`config.mk`:
```
export PLATFORM = sky130hd
export DESIGN_NAME = counter_updn_mod_flat
export DESIGN_NICKNAME = d
export VERILOG_FILES = /design/src/rtl/counter_pkg.sv /design/src/rtl/counter_updn_mod_if.sv /design/src/rtl/counter_term_detect.sv /design/src/rtl/counter_updn_mod.sv /design/src/flat_wrapper.sv
export SDC_FILE = /design/constraint.sdc
export NUM_CORES = 1
export LEC_CHECK = 0
export ABC_AREA = 1
export BUFFER_PORTS_ARGS = -buffer_cell sky130_fd_sc_hd__buf_2
export CAP_MARGIN = 10
export CORE_AREA = 2 2 39 41
export CTS_CLUSTER_DIAMETER = 60
export DETAILED_ROUTE_END_ITERATION = 10
export DIE_AREA = 0 0 41 43
export GPL_ROUTABILITY_DRIVEN = 1
export PLACE_DENSITY_LB_ADDON = 0.1
export SLEW_MARGIN = 15
export SYNTH_ARGS = -nofsm -noshare
export SYNTH_HDL_FRONTEND = slang
export SYNTH_SLANG_ARGS = --single-unit
```
`constraint.sdc`:
```
create_clock -name CP -period 3.8 [get_ports CP]
set_clock_uncertainty 0.2 [all_clocks]
set_input_delay 0.57 -clock CP [delete_from_list [all_inputs] [get_ports CP]]
set_output_delay 0.57 -clock CP [all_outputs]
set_load 0.1 [all_outputs]
```
`src/rtl/counter_pkg.sv`:
```
// rtl/counter_pkg.sv - shared constants and next-state function for the up/down counter
package counter_pkg;

    localparam logic CNT_UP    = 1'b1;
    localparam logic CNT_DN    = 1'b0;
    localparam logic MODE_WRAP = 1'b0;
    localparam logic MODE_SAT  = 1'b1;

    // Next counting value with explicit wrap to the modulus (never natural overflow)
    function automatic logic [63:0] next_count(
        input logic [63:0] q,
        input logic        ud,
        input logic        sat,
        input logic [63:0] modulus
    );
        logic [63:0] r;
        if (ud == CNT_UP) begin
            if (q == modulus - 64'd1) r = (sat == MODE_SAT) ? q : 64'd0;
            else                      r = q + 64'd1;
        end else begin
            if (q == 64'd0)           r = (sat == MODE_SAT) ? q : modulus - 64'd1;
            else                      r = q - 64'd1;
        end
        return r;
    endfunction

endpackage

```
`src/rtl/counter_updn_mod_if.sv`:
```
// rtl/counter_updn_mod_if.sv - control/status bundle of the up/down counter
interface counter_updn_mod_if #(
    parameter int WIDTH = 4
) ();
    logic             PE;
    logic             CEP;
    logic             CET;
    logic             UD;
    logic             SAT;
    logic [WIDTH-1:0] D;
    logic [WIDTH-1:0] Q;
    logic             TC;
    logic             CO;

    modport master (output PE, CEP, CET, UD, SAT, D, input  Q, TC, CO);
    modport slave  (input  PE, CEP, CET, UD, SAT, D, output Q, TC, CO);
endinterface

```
`src/rtl/counter_term_detect.sv`:
```
// rtl/counter_term_detect.sv - combinational terminal-value comparator
module counter_term_detect
    import counter_pkg::*;
#(
    parameter int              WIDTH   = 4,
    parameter longint unsigned MODULUS = 16
) (
    input  logic [WIDTH-1:0] i_q,
    input  logic             i_ud,
    input  logic             i_cet,
    output logic             o_tc,
    output logic             o_at_term
);
    localparam logic [WIDTH-1:0] TERM_UP = WIDTH'(MODULUS - 64'd1);

    logic w_at_term;

    // Terminal is MODULUS-1 counting up and 0 counting down; TC is gated by CET
    always_comb begin
        w_at_term = (i_ud == CNT_UP) ? (i_q == TERM_UP) : (i_q == '0);
        o_at_term = w_at_term;
        o_tc      = i_cet & w_at_term;
    end
endmodule

```
`src/rtl/counter_updn_mod.sv`:
```
// rtl/counter_updn_mod.sv - presettable up/down counter with wrap/saturate and carry pulse
module counter_updn_mod
    import counter_pkg::*;
#(
    parameter int              WIDTH   = 4,
    parameter longint unsigned MODULUS = 16
) (
    input  logic               CP,
    input  logic               CR,
    counter_updn_mod_if.slave  bus
);
    localparam logic [WIDTH-1:0] LOAD_MAX = WIDTH'(MODULUS - 64'd1);

    logic [WIDTH-1:0] r_q;
    logic             r_co;
    logic [WIDTH-1:0] w_next;
    logic [WIDTH-1:0] w_load;
    logic             w_at_term;
    logic             w_tc;
    logic             w_count;
    logic             w_wrap;

    counter_term_detect #(
        .WIDTH   (WIDTH),
        .MODULUS (MODULUS)
    ) u_term (
        .i_q       (r_q),
        .i_ud      (bus.UD),
        .i_cet     (bus.CET),
        .o_tc      (w_tc),
        .o_at_term (w_at_term)
    );

    // Count step, load clamp and wrap-event detection for the coming edge
    always_comb begin
        w_count = bus.CEP & bus.CET;
        w_wrap  = w_count & w_at_term & (bus.SAT == MODE_WRAP);
        w_next  = WIDTH'(next_count(64'(r_q), bus.UD, bus.SAT, MODULUS));
        w_load  = (64'(bus.D) < MODULUS) ? bus.D : LOAD_MAX;
    end

    // Priority: async clear, then load, then count, otherwise hold; CO is high only after a wrap
    always_ff @(posedge CP or negedge CR) begin
        if (!CR) begin
            r_q  <= '0;
            r_co <= 1'b0;
        end else if (!bus.PE) begin
            r_q  <= w_load;
            r_co <= 1'b0;
        end else if (w_count) begin
            r_q  <= w_next;
            r_co <= w_wrap;
        end else begin
            r_co <= 1'b0;
        end
    end

    assign bus.Q  = r_q;
    assign bus.TC = w_tc;
    assign bus.CO = r_co;
endmodule

```
`src/flat_wrapper.sv`:
```
// flat-port wrapper written by rule: the top's interface ports become plain ports
module counter_updn_mod_flat import counter_pkg::*;
#(
    parameter int              WIDTH   = 4,
    parameter longint unsigned MODULUS = 16
)
  (CP, CR, bus_PE, bus_CEP, bus_CET, bus_UD, bus_SAT, bus_D, bus_Q, bus_TC, bus_CO);
  counter_updn_mod_if #(.WIDTH(WIDTH)) bus_i ();
  input  logic CP;
  input  logic CR;
  input wire logic [$bits(bus_i.PE)-1:0] bus_PE;
  input wire logic [$bits(bus_i.CEP)-1:0] bus_CEP;
  input wire logic [$bits(bus_i.CET)-1:0] bus_CET;
  input wire logic [$bits(bus_i.UD)-1:0] bus_UD;
  input wire logic [$bits(bus_i.SAT)-1:0] bus_SAT;
  input wire logic [$bits(bus_i.D)-1:0] bus_D;
  output wire logic [$bits(bus_i.Q)-1:0] bus_Q;
  output wire logic [$bits(bus_i.TC)-1:0] bus_TC;
  output wire logic [$bits(bus_i.CO)-1:0] bus_CO;
  assign bus_i.PE = bus_PE;
  assign bus_i.CEP = bus_CEP;
  assign bus_i.CET = bus_CET;
  assign bus_i.UD = bus_UD;
  assign bus_i.SAT = bus_SAT;
  assign bus_i.D = bus_D;
  assign bus_Q = bus_i.Q;
  assign bus_TC = bus_i.TC;
  assign bus_CO = bus_i.CO;
  counter_updn_mod #(.WIDTH(WIDTH), .MODULUS(MODULUS)) u_core (.CP(CP), .CR(CR), .bus(bus_i));
endmodule
```
# After elaboration in Yosys (flattened, before gate mapping)
# Index checks and enable logic that the tools add are counted.
dict set report totals {
  word_cells 25
  reg_bits 5
  output_inout_bits 6
  inputBits 11
}
dict set report op_classes {
  n_reduce_logical 2
  addsub 2
  n_bitwise 5
  eq_ne 4
  mux 10
}
# cell count
set ops {}
lappend ops {{$mux W4} 7}
lappend ops {{$ne A4 B4 Y1 const B} 2}
lappend ops {{$add A4 B1 Y4 const B} 1}
lappend ops {{$and A1 B1 Y1} 4}
lappend ops {{$eq A4 B4 Y1 const B} 1}
lappend ops {{$logic_not A4 Y1} 1}
lappend ops {{$sub A4 B1 Y4 const B} 1}
lappend ops {{$mux W1} 3}
lappend ops {{$reduce_and A3 Y1} 1}
lappend ops {{$ne A2 B1 Y1 const B} 1}
lappend ops {{$not A1 Y1} 1}

# Depth between registers and ports, before layout
# Gate-level depths: netlist (run 1).
dict set report logic_depth {
  ltp_word 6
  depth_mapped 9
  mapped_depth_nobuf 9
}

# By module
# From an unflattened synthesis (run 1), not the netlist that was laid out.
dict set report unflattened {
  cells_unflattened 78
  area_unflattened_um2 491.7
}
# mod seq_area_each_um2 n_inst area_each_um2 cells_each
set by_module_without_submodules {}
lappend by_module_without_submodules {counter_updn_mod 125.1 1 440.4 66}
lappend by_module_without_submodules {counter_term_detect 0.0 1 51.3 12}

# Least setup slack after synthesis (run 1)
# Ideal clock, no wire load.
dict set report synth_path {
  path_type {flip-flop to output port}
  from {register u_core.r_q[0], in the netlist u_core.bus.Q[0]}
  to {output bus_TC}
  t_arrival_ps 2826
  stages_incl_launch_ff 6
  required_time_ps 3030
  n_path_buf 0
  setup_slack_ps 204
  cell_sequence {dfrtp_1 ha_1 inv_2 nor3_2 nor2_1 nor2_1}
}
dict set report synth_via {
  elab_chain_cells 3
  elab_cells_between_ends 4
  cone_classes {1 x eq/ne; 1 x mux; 1 x bitwise; 1 x reduce/logical}
}
# element line_no
set synth_lines {}
lappend synth_lines {{start, declared} counter_updn_mod.sv:14} ;# logic [WIDTH-1:0] r_q;
lappend synth_lines {{start signal, assigned} counter_updn_mod.sv:48} ;# r_q <= w_load;
lappend synth_lines {{start signal, assigned} counter_updn_mod.sv:51} ;# r_q <= w_next;
lappend synth_lines {{$eq A4 B4 Y1 or $logic_not A4 Y1 (tied branches)} counter_term_detect.sv:20} ;# w_at_term = (i_ud == CNT_UP) ? (i_q == TERM_UP) : (i_q == '0);
lappend synth_lines {{$mux W1 *} counter_term_detect.sv:20}
lappend synth_lines {{$and A1 B1 Y1 *} counter_term_detect.sv:22} ;# o_tc = i_cet & w_at_term;
lappend synth_lines {{end, declared} flat_wrapper.sv:18} ;# output wire logic [$bits(bus_i.TC)-1:0] bus_TC;
# Every way passes the cells marked *; elsewhere a longest branch is shown, timed or not.

# Worst setup path after layout (run 1)
# Same ends and word-level chain as after synthesis.

==> impl_metrics.ini, run 1 <==
[pwr]
p_switching_mw = 0.164
pwr-share-seq = 0.265
leakage_nw = 0.337
power_mw = 0.304
vdd_drop_max_uv = 191
internal_power_mw = 0.141
clockPowerShare = 0.209
p_per_area_nw_per_um2 = 506
swShare = 0.538
power_frac_comb = 0.526

[critical_path]
reg2reg_slack_ps = 2090
cpPeakStageDelay_ps = 440
critical-path-top-delay-family = buffers and inverters
crit_chain = inv_1 > ha_1 > nand2_2 > nor2_1 > nor2_1 > nor2_1 > buf_2
required_ps = 3030
end_kind = output pin
cp_common_cell = nor2_1
worst-path-buf-inv = 2
cp_slowest_cell = dfrtp_1
cp-start-kind = flip-flop
critPathArrivalTime_ps = 1780
worstPathMaxFanout = 7
critPathKind = reg -> out

[yosys]
synth_seq_cells = 5
synth_cell_type_count = 21
syn_area_per_cell_um2 = 6.29
yosys_warnings = 0
ys_seq_area_frac = 0.258
syn_nets = 90
syn_area_um2 = 484
syn_inst = 77

[place]
port_buffers = 16
dpl.hpwl_um = 867
routabilityCongestion = 0.763

[sta]
tns_ps = 0
hold_violations = 0
rsz0062_at_grt = no
finalSetupViolations = 0
slew_viol_final = 0
fmax_mhz = 392
fin_crit_ps = 2550
worst-slew-pin-transition_ps = 486
min_period_over_period = 0.671
slew_headroom = 0.679

[final_layout]
syn2layout_area_growth_pct = 24.3
drive_gt1_frac = 0.313
antenna_cells = 0
final_common_cell = nand2_1
layout_common_cells = nand2_1, buf_2, inv_1, nand3_1, nor2_1
nNetsFinal = 110

[clock_network]
clkTransAtPathRegs_ps = 40
cts.sinks = 5
clk_latency_ps = 250
cts_resized = 0
cts_root_buf = clkbuf_4
tritoncts = built
htreeDepth = 1
ctsLongestPathBuffers = 2
numCtsBuffers = 3

[routing]
final_antenna_net_count = 0
drcViolationCount = 0
vias = 528
drtPass1Iterations = 4
post_drt_wl_per_cell_um = 9.98
drt_iter0_markers = 7
drt_wl_total_um = 1120
via_per_inst = 4.71

[die]
dieHeight_um = 43
fp.coreArea_um2 = 1380
floorplan.initialDensity = 0.350
fp.dieArea_um2 = 1760
rows = 14
fp.dieW_um = 41
num_io_pins = 17

[global_route]
antenna_found_initial = 0
grt_pass1_vias = 519
grt-ovfl-total = 0
grt_pass1_wl_um = 2090
grtUsageTotal = 0.174
grt_max_degree = 11

[job]
max-cap-violations = 0

[worst_hold_path]
hold_path_class = in -> reg

[run_status]
status = finished, final reports clean
==> logic make-up (layout without fill, tap and decap cells) <==
family | Yosys count | count (layout) | share of synthesized area
AOI/OAI and AO/OA | 6 | 6 | 0.0672
xor gates and xnor gates | 1 | 1 | 0.0181
adders and majority gates | 2 | 2 | 0.0517
buffers and inverters | 12 | 31 | 0.116
DFF | 5 | 5 | 0.258
and+or+nand+nor | 51 | 51 | 0.488
==> worst reg2reg max path, stage by stage, from the launching register on <==
cell and delay, ps:
dfrtp_1 440, inv_1 100, ha_1 260, nand2_2 110, nor3_2 50, nor2_2 260
inv_2 80, nand2_1 60, nand2_1 50
==> path summary, 6_finish.rpt <==
path,to,cells after the start,from
setup / recovery,bus_TC,7,u_core.bus.Q[0]
hold / removal,u_core.bus.CO,2,bus_SAT
setup reg to reg,u_core.bus.Q[2],8,u_core.bus.Q[0]
hold reg to reg,u_core.bus.Q[0],2,u_core.bus.Q[0]
max in group asynchronous,u_core.bus.CO,2,CR
min in group asynchronous,u_core.bus.Q[3],2,CR
==> cell usage after synthesis, drive strengths merged <==
library cell	number	share of area
a21oi	1	0.010
inv	10	0.078
nand4	1	0.013
xor2	1	0.018
ha	2	0.052
buf	2	0.039
nand3	7	0.072
nor2	9	0.085
nand2	29	0.24
nor3	2	0.041
o21ai	4	0.041
nor4	1	0.013
nand3b	1	0.016
dfrtp	5	0.26
o211ai	1	0.016
or2	1	0.013
==> metal layers <==
metal | wire length (µm) | GRT usage | vias up
li1 | - | - | 279
met1 | 523 | 0.210 | 232
met4 | 11 | 0.0800 | 0
met5 | 0 | 0 | -
met2 | 529 | 0.263 | 15
met3 | 54 | 0.0628 | 2
==> per-stage QoR <==
stage               instance area [µm²]  setup WS (ps)  utilization  cells  hold WS (ps)
floorplan                           484            204            -     77          74.4
global placement                    566           1470        0.409    107           187
detailed placement                  566           1450        0.409    107           188
CTS                                 602           1230        0.435    112           318
global route                        602           1070        0.435    112           314
finish                              602           1250        0.435    112           319
==> layout make-up <==
| class | instances | area (µm²) |
|---|---|---|
| multi-input combinational | 60 | 303 |
| fill | 168 | 782 |
| clock buffer | 4 | 26.3 |
| sequential | 5 | 125 |
| timing repair buffer | 17 | 90.1 |
| tap | 16 | 20.0 |
| inverter | 10 | 37.5 |
==> what timing repair did <==
item | in CTS | in global routing
endpoints found under the setup margin | 0 | 0
hold endpoints to repair | 5 | 0
hold buffers | 1 | 0
setup buffers | 0 | 0
==> sequential cells by signal (all words and copies together) (netlist names) <==
| signal | flops |
|---|---|
| u_core.bus.Q | 4 |
| u_core.bus.CO | 1 |
==> power groups by stage <==
stage	clock network [mW]	logic [mW]	registers [mW]
after global placement	0	0.161	0.0820
after CTS	0.0656	0.161	0.0808
final	0.0635	0.160	0.0808
after floorplan	0	0.0761	0.138
after detailed placement	0	0.159	0.0817
after global routing	0.0715	0.177	0.0831
(Power assumes the default switching activity.)
==> run 2: changes to the inputs <==
--- a/config.mk
+++ b/config.mk
@@ -5,7 +5,7 @@
 export SDC_FILE = /design/constraint.sdc
 export NUM_CORES = 1
 export LEC_CHECK = 0
-export ABC_AREA = 1
+export ABC_AREA = 0
 export BUFFER_PORTS_ARGS = -buffer_cell sky130_fd_sc_hd__buf_2
 export CAP_MARGIN = 10
 export CORE_AREA = 2 2 39 41
==> constraint.sdc (replaced) <==
create_clock -name CP -period 2.3 [get_ports CP]
set_clock_uncertainty 0.2 [all_clocks]
set_input_delay 0.345 -clock CP [delete_from_list [all_inputs] [get_ports CP]]
set_output_delay 0.345 -clock CP [all_outputs]
set_load 0.1 [all_outputs]
==> impl_metrics.ini, run 2 <==
[clock_network]
cts.sinks = 5
numCtsBuffers = 3
clk_latency_ps = 250
clkTransAtPathRegs_ps = 40
postCtsSetupRepairBufs = 0
htreeDepth = 1
ctsLongestPathBuffers = 2
tritoncts = built
cts_root_buf = clkbuf_4

[pwr]
p_switching_mw = 0.195
clockPowerShare = 0.243
leakage_nw = 0.271
power_frac_comb = 0.463
swShare = 0.458
power_mw = 0.426
p_per_area_nw_per_um2 = 696
vdd_drop_max_uv = 238
pwr-share-seq = 0.294
internal_power_mw = 0.231

[critical_path]
cpPeakStageDelay_ps = 500
reg2reg_slack_ps = 370
critPathArrivalTime_ps = 1680
rr_startpoint = u_core.bus.Q[0]
worstPathMaxFanout = 7
critPathKind = reg -> out
cp-start-kind = flip-flop
timing.rr.end = u_core.bus.Q[1]
end_kind = output pin
cp_slowest_cell = dfrtp_4
crit_chain = inv_1 > ha_4 > nor4b_4 > nor2_2 > nor2b_4 > buf_12
required_ps = 1750
worstRegToRegCells = 5

[yosys]
synth_edf_count = 0
synth_ff_type = dfrtp_1
ys_top_cells_by_count = dfrtp_1, inv_1, nand2_1
synth_cell_type_count = 29
synthArstFlopShare = 1.00
yosysTopAreaCellShare = 0.291
syn_area_um2 = 430
yosys_warnings = 0
yosys.area.top_type = dfrtp_1
syn_inst = 49
syn_nets = 62
synth.top_cells.by_area = dfrtp_1, ha_1, a31oi_1
syn_area_per_cell_um2 = 8.78
synth_seq_cells = 5
ys_seq_area_frac = 0.291

[die]
fp.dieW_um = 41
fp.coreArea_um2 = 1380
num_io_pins = 17
rows = 14
fp.dieArea_um2 = 1760
floorplan.initialDensity = 0.311
dieHeight_um = 43

[sta]
tns_ps = 0
slew_viol_final = 0
slew_headroom = 0.678
fmax_mhz = 450
rsz0062_at_grt = no
fin_crit_ps = 2220
hold_violations = 0
finalSetupViolations = 0
worst-slew-pin-transition_ps = 486
min_period_over_period = 0.967

[global_route]
antenna_found_initial = 0
grtUsageTotal = 0.153
grt_pass1_wl_um = 1760
grt_pass1_vias = 437
grt-ovfl-total = 0
grt_max_degree = 11

[worst_hold_path]
min_to = u_core.bus.CO
hold_depth = 2
hold_path_class = in -> reg
min-delay-start = bus_SAT

[final_layout]
nNetsFinal = 82
multi_input_area_um2 = 305
layout_common_cells = buf_2, nand2_1, inv_1, a31oi_1, clkbuf_4
regArea_um2 = 135
post-route-cell-area_um2 = 613
syn2layout_area_growth_pct = 42.4
fillCellCount = 137
largest_register_ffs = 4
antenna_cells = 0
drive_gt1_frac = 0.441
final_common_cell = buf_2

[routing]
vias = 466
drtPass1Iterations = 4
drcViolationCount = 0
post_drt_wl_per_cell_um = 13.2
final_antenna_net_count = 0
drt_iter0_markers = 12
drt_wl_total_um = 1110
via_per_inst = 5.55

[place]
place_area_um2 = 564
dpl.hpwl_um = 857
routabilityCongestion = 0.770
port_buffers = 16

[run_status]
status = finished, final reports clean

[job]
max-cap-violations = 0
-- run 2: cell count changes in the layout (fill, tap and decap cells not counted), sizes merged, moves of 2 or more --
cell,previous run,this run
nor2,9,3
o21ai,4,2
nand3,7,1
a31oi,0,3
inv,10,5
nand2,29,5
nor2b,0,2
nor3,2,0
o221ai,0,2
-- run 2: critical path: cells and delay by family (launching register included) --
kind                     cells  cell delay [ps]
flip-flops                   1              500
adder cells (fa/ha/maj)      1              150
buffers and inverters        2              300
AND/OR/NAND/NOR              3              470
-- run 2: worst max path at each step --
stage,start,endpoint,slack (ps),cells past startpoint
finish,u_core.bus.Q[1],bus_TC,80,6
global route,u_core.bus.Q[1],bus_TC,0.4,6
global placement,u_core.bus.Q[0],bus_TC,300,6
floorplan,u_core.bus.Q[0],bus_TC,3,5
CTS,u_core.bus.Q[0],bus_TC,20,6
detailed placement,u_core.bus.Q[0],bus_TC,290,6
-- run 2: cells by family after synthesis --
group | after synthesis | share of synthesized area
buffers and inverters | 7 | 0.0727
AND/OR/NAND/NOR | 16 | 0.221
flip-flops | 5 | 0.291
adder cells (fa/ha/maj) | 2 | 0.0581
multiplexers | 1 | 0.0233
AO/OA/AOI/OAI | 16 | 0.294
XOR/XNOR | 2 | 0.0407
-- run 2: area by class of cell --
cell class | instances | share of cell area
multi-input cells | 37 | 0.498
flip-flops and latches | 5 | 0.220
repair buffers | 17 | 0.171
clock buffers | 4 | 0.0429
inverters | 5 | 0.0347
well taps | 16 | 0.0327
-- run 2: stage by stage --
step,setup slack (ps),hold WS (ps),utilization,std cells
floorplan,3.28,-151,-,49
global placement,305,-38.8,0.408,79
detailed placement,287,-36.6,0.408,79
CTS,24.5,83.3,0.434,84
global route,0.383,89.5,0.443,84
finish,76.9,92.4,0.443,84
-- run 2: timing repair --
| action | 4_1_cts | 5_1_grt |
|---|---|---|
| hold buffers | 1 | 0 |
| setup endpoints to repair | 0 | 1 |
| gates resized for setup | 0 | 2 |
| endpoints found under the hold margin | 5 | 0 |
-- run 2: routing by layer --
layer / track usage / vias to the layer above / share of wire
met5: 0 / - / 0
met4: 0.140 / 0 / 0.043
met3: 0.0157 / 5 / 0.071
met2: 0.213 / 22 / 0.46
met1: 0.195 / 213 / 0.42
li1: - / 226 / -
-- run 2: power by group through the flow --
stage                     logic, mW  clock network, mW  registers (mW)
after floorplan              0.0897                  0           0.186
after global placement        0.190                  0           0.126
after detailed placement      0.190                  0           0.125
after CTS                     0.192              0.108           0.124
after global routing          0.210              0.116           0.128
final                         0.198              0.104           0.125
==> run 3: changes to the inputs <==
--- a/config.mk
+++ b/config.mk
@@ -14,6 +14,7 @@
 export DIE_AREA = 0 0 41 43
 export GPL_ROUTABILITY_DRIVEN = 1
 export PLACE_DENSITY_LB_ADDON = 0.1
+export SETUP_SLACK_MARGIN = 0.15
 export SLEW_MARGIN = 15
 export SYNTH_ARGS = -nofsm -noshare
 export SYNTH_HDL_FRONTEND = slang
==> impl_metrics.ini, run 3 (synthesized netlist as in run 2, its figures left out) <==
[run_status]
status = finished, final reports clean

[critical_path]
cp-start-kind = flip-flop
worstPathMaxFanout = 4
critPathKind = reg -> out
critPathArrivalTime_ps = 1590
required_ps = 1750
rr_startpoint = u_core.bus.Q[1]
end_kind = output pin
crit_start = u_core.bus.Q[0]

[die]
fp.dieW_um = 41
floorplan.initialDensity = 0.311
fp.coreArea_um2 = 1380
dieHeight_um = 43
fp.dieArea_um2 = 1760
num_io_pins = 17
rows = 14

[final_layout]
post-route-cell-area_um2 = 673
drive_gt1_frac = 0.520
antenna_cells = 0
final_common_cell = buf_2
nNetsFinal = 89
layout_common_cells = buf_2, buf_4, nand2_1
largest_register_ffs = 4
syn2layout_area_growth_pct = 56.4

[routing]
via_per_inst = 5.13
drt_wl_total_um = 1140
drt_iter0_markers = 10
post_drt_wl_per_cell_um = 12.6
final_antenna_net_count = 0
drcViolationCount = 0
vias = 467
drtPass1Iterations = 4

[clock_network]
clk_latency_ps = 240
cts.sinks = 5
tritoncts = built
cts_root_buf = clkbuf_4
clkTransAtPathRegs_ps = 50
htreeDepth = 1
ctsLongestPathBuffers = 2
numCtsBuffers = 3

[sta]
finalSetupViolations = 0
fin_crit_ps = 2140
slew_viol_final = 0
min_period_over_period = 0.929
tns_ps = 0
slew_headroom = 0.677
rsz0062_at_grt = yes
hold_violations = 0
hold_ws_ps = 104
worst-slew-pin-transition_ps = 488
fmax_mhz = 468

[global_route]
antenna_found_initial = 0
grt_pass1_vias = 456
grtUsageTotal = 0.162
grt_max_degree = 11
grt_pass1_wl_um = 1970
grt-ovfl-total = 0

[place]
routabilityCongestion = 0.732
port_buffers = 16
dpl.hpwl_um = 830
place_area_um2 = 582

[job]
max-cap-violations = 0

[pwr]
leakage_nw = 0.302
vdd_drop_max_uv = 181
p_per_area_nw_per_um2 = 664

[worst_hold_path]
min-delay-start = bus_SAT
hold_path_class = in -> reg
-- run 3: cell types whose count changed in the layout (fill, tap and decap cells not counted), sizes merged --
| cell | previous run | this run |
|---|---|---|
| buf | 16 | 23 |
-- run 3: path summary, 6_finish.rpt --
kind                       depth (start not counted)              end  slack (ps)
max reg2reg                                        7  u_core.bus.Q[1]         410
max in group asynchronous                          2  u_core.bus.Q[1]        1500
max                                                5           bus_TC         160
min reg2reg                                        2  u_core.bus.Q[3]         510
min in group asynchronous                          2  u_core.bus.Q[0]         240
min                                                2    u_core.bus.CO         100
-- run 3: area by class of cell --
| class | count | area [µm²] |
|---|---|---|
| clock buffers | 4 | 26.3 |
| inverters | 5 | 23.8 |
| multi-input cells | 37 | 308 |
| fillers | 135 | 711 |
| repair buffers | 24 | 158 |
| flip-flops and latches | 5 | 138 |
| well taps | 16 | 20.0 |
-- run 3: through the flow --
stage	setup slack (ps)	power (mW)	utilization	std cells
global route	84.0	0.474	0.486	91
CTS	157	0.451	0.486	91
detailed placement	345	0.325	0.420	79
floorplan	52.6	0.287	-	49
global placement	354	0.324	0.420	79
finish	164	0.447	0.486	91
-- run 3: worst max-delay path, stage by stage (launching register included) --
cell and delay [ps]:
dfrtp_4 500, ha_2 220, and4_1 210, nor2_2 180
nor2b_4 60, buf_12 160
-- run 3: repair_timing --
item,in CTS,in global routing
hold buffers,1,0
resized for setup,1,0
endpoints found under the setup margin,1,1
endpoints found under the hold margin,5,0
pin swaps,1,0
setup buffers,7,0
-- run 3: routing by layer --
layer / global-route usage / vias up / routed length [µm]
met4: 0.100 / 0 / 0
li1: - / 236 / -
met1: 0.225 / 213 / 494
met3: 0 / 0 / 73
met5: 0 / - / 0
met2: 0.238 / 18 / 576
-- run 3: power by group --
| part | switching (mW) | internal, mW |
|---|---|---|
| logic | 0.140 | 0.0794 |
| registers | 0.0220 | 0.103 |
| clock network | 0.0369 | 0.0657 |
| total | 0.198 | 0.248 |
